<file path="src/rtl/keys_paddle_ctrl.sv">
// keys_paddle_ctrl
//   Turns the four board keys into paddle stimulus for the racing game core.
//   Each key is synchronised and debounced. Two 8-bit paddle positions are
//   stepped once per video frame, and each one is turned back into a pulse
//   that is high for the single scanline whose number equals that position.
//
// Ports
//   clk        pixel clock, the same divided clock as the game core
//   reset      asynchronous, active-high reset
//   keys       raw keys: [0] left, [1] right, [2] up, [3] down
//   vsync      vsync from the hvsync generator
//   vpos       current scanline from the hvsync generator
//   hpaddle    horizontal paddle pulse to the core
//   vpaddle    vertical paddle pulse to the core
//   hpos_val   current horizontal paddle position
//   vpos_val   current vertical paddle position
//   frame_tick one-cycle pulse in the cycle the positions are updated
module keys_paddle_ctrl #(
  parameter logic [15:0] DEB_CYCLES = 16'd1000,
  parameter logic [7:0]  STEP       = 8'd2,
  parameter logic [7:0]  POS_MIN    = 8'd0,
  parameter logic [7:0]  POS_MAX    = 8'd255,
  parameter logic [7:0]  POS_INIT   = 8'd128,
  parameter logic        VS_ACTIVE  = 1'b0
) (
  input  logic       clk,
  input  logic       reset,
  input  logic [3:0] keys,
  input  logic       vsync,
  input  logic [9:0] vpos,
  output logic       hpaddle,
  output logic       vpaddle,
  output logic [7:0] hpos_val,
  output logic [7:0] vpos_val,
  output logic       frame_tick
);

  localparam logic [0:0] S_WAIT_VS = 1'b0;
  localparam logic [0:0] S_APPLY   = 1'b1;

  logic [3:0]  sync1_q, sync2_q;
  logic [3:0]  deb_q, deb_d;
  logic [15:0] cnt_q [4];
  logic [15:0] cnt_d [4];
  logic        vs_prev_q;
  logic [0:0]  state_q, state_d;
  logic [7:0]  hpos_q, hpos_d;
  logic [7:0]  vpos_q, vpos_d;
  logic        hpaddle_q, hpaddle_d;
  logic        vpaddle_q, vpaddle_d;
  logic        vs_edge;

  // Saturating step. Done in 10-bit signed so pos-STEP below zero or
  // pos+STEP above 255 is seen as out of range instead of wrapping.
  function automatic logic [7:0] step_pos(input logic [7:0] pos,
                                          input logic       dec,
                                          input logic       inc);
    logic signed [9:0] down;
    logic signed [9:0] up;
    down = $signed({2'b00, pos}) - $signed({2'b00, STEP});
    up   = $signed({2'b00, pos}) + $signed({2'b00, STEP});
    step_pos = pos;
    if (dec && !inc) begin
      step_pos = (down < $signed({2'b00, POS_MIN})) ? POS_MIN : down[7:0];
    end else if (inc && !dec) begin
      step_pos = (up > $signed({2'b00, POS_MAX})) ? POS_MAX : up[7:0];
    end
  endfunction

  // Debounce: a key state is accepted once the synced value has differed
  // from the debounced value for DEB_CYCLES consecutive samples.
  always_comb begin
    // NOTE: every signal gets a default before any branch, so no path
    // leaves it unassigned and no latch is inferred.
    deb_d = deb_q;
    for (int k = 0; k < 4; k++) begin
      cnt_d[k] = cnt_q[k];
      if (sync2_q[k] != deb_q[k]) begin
        if (cnt_q[k] == DEB_CYCLES - 16'd1) begin
          deb_d[k] = ~deb_q[k];
          cnt_d[k] = '0;
        end else begin
          cnt_d[k] = cnt_q[k] + 16'd1;
        end
      end else begin
        cnt_d[k] = '0;
      end
    end
  end

  // Frame FSM: one update per vsync edge into the active level.
  assign vs_edge = (vsync == VS_ACTIVE) && (vs_prev_q != VS_ACTIVE);

  always_comb begin
    state_d = state_q;
    hpos_d  = hpos_q;
    vpos_d  = vpos_q;
    case (state_q)
      S_WAIT_VS: if (vs_edge) state_d = S_APPLY;
      S_APPLY: begin
        hpos_d  = step_pos(hpos_q, deb_q[0], deb_q[1]);
        vpos_d  = step_pos(vpos_q, deb_q[2], deb_q[3]);
        state_d = S_WAIT_VS;
      end
      default: state_d = S_WAIT_VS;
    endcase
  end

  // Scanlines 256 and up can never match an 8-bit position.
  always_comb begin
    hpaddle_d = (vpos[9:8] == 2'b00) && (vpos[7:0] == hpos_q);
    vpaddle_d = (vpos[9:8] == 2'b00) && (vpos[7:0] == vpos_q);
  end

  // NOTE: sequential state is written with non-blocking assignments so
  // every flop samples the values from before this clock edge.
  always_ff @(posedge clk or posedge reset) begin
    if (reset) begin
      sync1_q   <= '0;
      sync2_q   <= '0;
      deb_q     <= '0;
      // NOTE: the counter array is small flop storage, not RAM, and a
      // half-counted glitch must not survive reset, so it is cleared too.
      for (int k = 0; k < 4; k++) cnt_q[k] <= '0;
      // Loading the active level means a vsync already active when reset
      // drops is not mistaken for a fresh edge.
      vs_prev_q <= VS_ACTIVE;
      state_q   <= S_WAIT_VS;
      hpos_q    <= POS_INIT;
      vpos_q    <= POS_INIT;
      hpaddle_q <= 1'b0;
      vpaddle_q <= 1'b0;
    end else begin
      sync1_q   <= keys;
      sync2_q   <= sync1_q;
      deb_q     <= deb_d;
      for (int k = 0; k < 4; k++) cnt_q[k] <= cnt_d[k];
      vs_prev_q <= vsync;
      state_q   <= state_d;
      hpos_q    <= hpos_d;
      vpos_q    <= vpos_d;
      hpaddle_q <= hpaddle_d;
      vpaddle_q <= vpaddle_d;
    end
  end

  assign hpaddle    = hpaddle_q;
  assign vpaddle    = vpaddle_q;
  assign hpos_val   = hpos_q;
  assign vpos_val   = vpos_q;
  assign frame_tick = (state_q == S_APPLY);

endmodule

</file>
<file path="config.mk">
export PLATFORM = sky130hd
export DESIGN_NAME = keys_paddle_ctrl
export DESIGN_NICKNAME = d
export VERILOG_FILES = /design/src/rtl/keys_paddle_ctrl.sv
export SDC_FILE = /design/constraint.sdc
export NUM_CORES = 1
export LEC_CHECK = 0
export CAP_MARGIN = 5
export CORE_UTILIZATION = 25
export CTS_CLUSTER_DIAMETER = 40
export DETAILED_ROUTE_END_ITERATION = 8
export PLACE_DENSITY = 0.46
export SYNTH_ARGS = -nofsm -noshare
export SYNTH_HDL_FRONTEND = slang
export SYNTH_SLANG_ARGS = --single-unit
</file>
<file path="constraint.sdc">
create_clock -name clk -period 4.35 [get_ports clk]
set_input_delay 1.305 -clock clk [delete_from_list [all_inputs] [get_ports clk]]
set_output_delay 1.305 -clock clk [all_outputs]
set_load 0.1 [all_outputs]
</file>
==> flow_metrics.py <==
metrics = {
    "pwr": {
        "seq_power_share": 0.518,
        "sw_frac_of_total": 0.247,
        "p_int_uw": 1330,
        "pwr-share-comb": 0.043,
        "p_sw_uw": 438,
        "ir_worst_vdd_mv": 0.145,
        "clockPowerShare": 0.439,
        "power_density_nw_per_um2": 294,
        "leakage_uw": 0.00248,
    },
    "synth": {
        "synth_xor_area_frac": 0.123,
        "netlist_area_um2": 5130,
        "synth_top_area_frac": 0.458,
        "ys_seq_area_frac": 0.469,
        "yosys.area.top_type": "dfrtp_1",
        "syn_nets": 578,
        "synth_fa_ha_area_frac": 0.0293,
        "syn_inst": 549,
        "synth_mux_area_frac": 0.0129,
        "avgSynthCellArea_um2": 9.35,
        "synth_edf_count": 0,
        "synth_top_family_by_area": "simple AND/OR/NAND/NOR gates",
        "synth_area_leaders": "dfrtp_1 46%, xnor2_1 6.3%, xor2_1 6.0%",
        "synth_compound_area_frac": 0.0982,
        "yosys_warnings": 0,
        "synth_cell_types": 53,
        "ys.flop_type": "dfrtp_1",
        "synth-seq-cells": 96,
        "synth_simple_gate_area_share": 0.233,
        "synth-async-reset-ratio": 1.00,
    },
    "layout": {
        "design_area_um2": 6040,
        "syn_to_final_growth_pct": 17.6,
        "diodes": 0,
        "fin_util": 0.299,
        "nNetsFinal": 602,
        "layoutNonFillerInstCount": 848,
        "drive_gt1_frac": 0.0588,
    },
    "sta": {
        "setup_viol": 0,
        "final-hold-violation-count": 0,
        "setup_ws_ps": 843,
        "clock.fmax_ghz": 0.285,
        "slew_viol_final": 0,
        "relSlewSlack": 0.323,
        "layout_min_cycle_time_ps": 3510,
        "tns_ps": 0,
        "skew_ps": 11.3,
        "rsz0062_at_grt": "no",
        "tightest_slew_ps": 1010,
        "timing.final.crit_share": 0.806,
    },
    "route": {
        "via_per_inst": 4.70,
        "dr.pass1.iters": 4,
        "vias": 3983,
        "drt_iter0_markers": 172,
        "wl_per_cell_um": 13.2,
        "routed_wl_um": 11200,
        "drtAntennaViolNets": 0,
        "drc": 0,
    },
    "floorplanning": {
        "die_h_um": 145,
        "ios": 36,
        "die_area_um2": 21100,
        "start_util": 0.254,
        "dieWidth_um": 145,
        "rows": 52,
        "core_um2": 20200,
    },
    "critical_path": {
        "r2r-end": "hpos_val[2]$_DFFE_PP0P_",
        "arrival_ps": 2200,
        "slowest_stage": "clkdlybuf4s50_1",
        "critPathBufInv": 1,
        "slowest_delay_ps": 1220,
        "worst_setup_path_start_kind": "flop",
        "worstPathRequired_ps": 3040,
        "reg2reg_depth": 7,
        "critPathCaptureType": "output pin",
        "path_cells": "clkdlybuf4s50_1",
        "ff2ff_setup_slack_ps": 2010,
        "r2r-start": "deb_q[1]$_DFFE_PP0P_",
        "crit_type": "flop to output pin",
        "path_delay_family": "buffers and inverters",
        "path_max_fanout": 14,
    },
    "grt": {
        "grt_util_all_layers": 0.113,
        "grt_pass1_vias": 4016,
        "grt_pass1_wl_um": 19500,
        "grt_max_degree": 49,
        "antenna_found_initial": 0,
        "overflow": 0,
    },
    "placed_design": {
        "io_buffers": 35,
        "post-place-ws_ps": 1230,
        "place.gp.congestion": 0.823,
        "dp_hpwl_um": 7660,
        "dp_cells": 832,
        "place_area_um2": 5750,
    },
    "worst_hold_path": {
        "hold_depth": 0,
        "min-delay-start": "sync1_q[0]$_DFF_PP0_",
        "hold_end": "sync2_q[0]$_DFF_PP0_",
        "hold_class": "flop to flop",
    },
    "clocking": {
        "cts-resized-gates": 0,
        "clk_latency_ps": 350,
        "cts_hold_buf": 0,
        "numClockSinks": 96,
        "cts.htree.levels": 3,
        "clock_path_buffers": 2,
        "cts_tree": "built",
        "cts_root_buffer": "clkbuf_16",
        "clkTransAtPathRegs_ps": 70,
        "post-cts-setup-buffer-count": 0,
        "numCtsBuffers": 9,
    },
    "run_status": {
        "status": "completed",
    },
    "job": {
        "maxCapViolations": 0,
    },
}
-- cells by family after synthesis --
kind of cell | count (synthesis)
DFF | 96
muxes | 6
AOI/OAI and AO/OA | 75
xor gates and xnor gates | 72
adders and majority gates | 12
and+or+nand+nor | 242
buffers and inverters | 46
-- layout make-up --
| cell class | count | area (um^2) |
|---|---|---|
| inverters | 22 | 85.1 |
| clock buffers | 9 | 225 |
| repair buffers | 37 | 373 |
| fillers | 2120 | 14100 |
| multi-input cells | 407 | 2550 |
| clock inverters | 7 | 62.6 |
| flip-flops and latches | 96 | 2400 |
| well taps | 270 | 338 |
-- state kept, by name, summed over array words and instances, names as in the netlist --
| name | flops |
|---|---|
| deb_q | 4 |
| sync1_q | 4 |
| hpaddle | 1 |
| hpos_val | 8 |
| sync2_q | 4 |
| vpaddle | 1 |
| cnt_q | 64 |
| vpos_val | 8 |
| frame_tick | 1 |
| vs_prev_q | 1 |
-- cells in the mapped netlist (all sizes together) (5+ instances only) --
cell type / instances
nand4: 13
a21oi: 21
ha: 12
dfrtp: 94
and3: 15
nor2: 77
nand2: 36
nor4: 17
xor2: 35
nand2b: 7
inv: 22
mux2: 5
nand3: 33
or3: 8
o21ai: 21
buf: 6
xnor2: 37
clkbuf: 18
nor3: 18
-- layout by cell type, fill, tap and decap left out, types with 15 or more instances in the layout --
cell             count
xor2_1              35
nor4_1              17
and3_1              15
xnor2_1             37
o21ai_0             20
nor2_1              77
dfrtp_1             94
inv_1               21
nor3_1              18
clkdlybuf4s50_1     33
nand3_1             33
nand2_1             36
a21oi_1             21
-- power groups by stage --
| stage | combinational [uW] | clock (uW) | sequential [uW] |
|---|---|---|---|
| 3_5_place_dp | 80.1 | 0 | 935 |
| 4_1_cts | 80.7 | 812 | 918 |
| 2_1_floorplan | 41.3 | 0 | 937 |
| 5_1_grt | 89.0 | 843 | 920 |
| 6_report | 77.0 | 778 | 918 |
| 3_3_place_gp | 80.0 | 0 | 935 |
-- routing by layer --
| layer | track usage | routed length, um | share of wire | up-vias |
|---|---|---|---|---|
| met4 | 0.0411 | 161 | 0.014 | 0 |
| met3 | 0.0296 | 553 | 0.050 | 11 |
| met5 | 0 | 0 | 0 | - |
| li1 | - | - | - | 1967 |
| met2 | 0.180 | 5130 | 0.46 | 96 |
| met1 | 0.147 | 5320 | 0.48 | 1909 |
-- stage by stage --
step | power [uW] | hold slack [ps]
finish | 1770 | 352
global route | 1850 | 359
CTS | 1810 | 356
detailed placement | 1020 | 339
global placement | 1010 | 339
floorplan | 978 | 331
-- worst max path at each step --
stage	start	to	slack (ps)	depth (start not counted)
after floorplan	reset	cnt_q[0]$_DFF_PP0_	540	1
after global placement	hpos_val[5]$_DFFE_PP0P_	hpos_val[5]	1260	1
after detailed placement	hpos_val[5]$_DFFE_PP0P_	hpos_val[5]	1230	1
after CTS	hpos_val[5]$_DFFE_PP0P_	hpos_val[5]	840	1
after global routing	hpos_val[5]$_DFFE_PP0P_	hpos_val[5]	790	1
final	hpos_val[2]$_DFFE_PP0P_	hpos_val[2]	840	1
No activity file was read; power rests on OpenSTA's default activity.
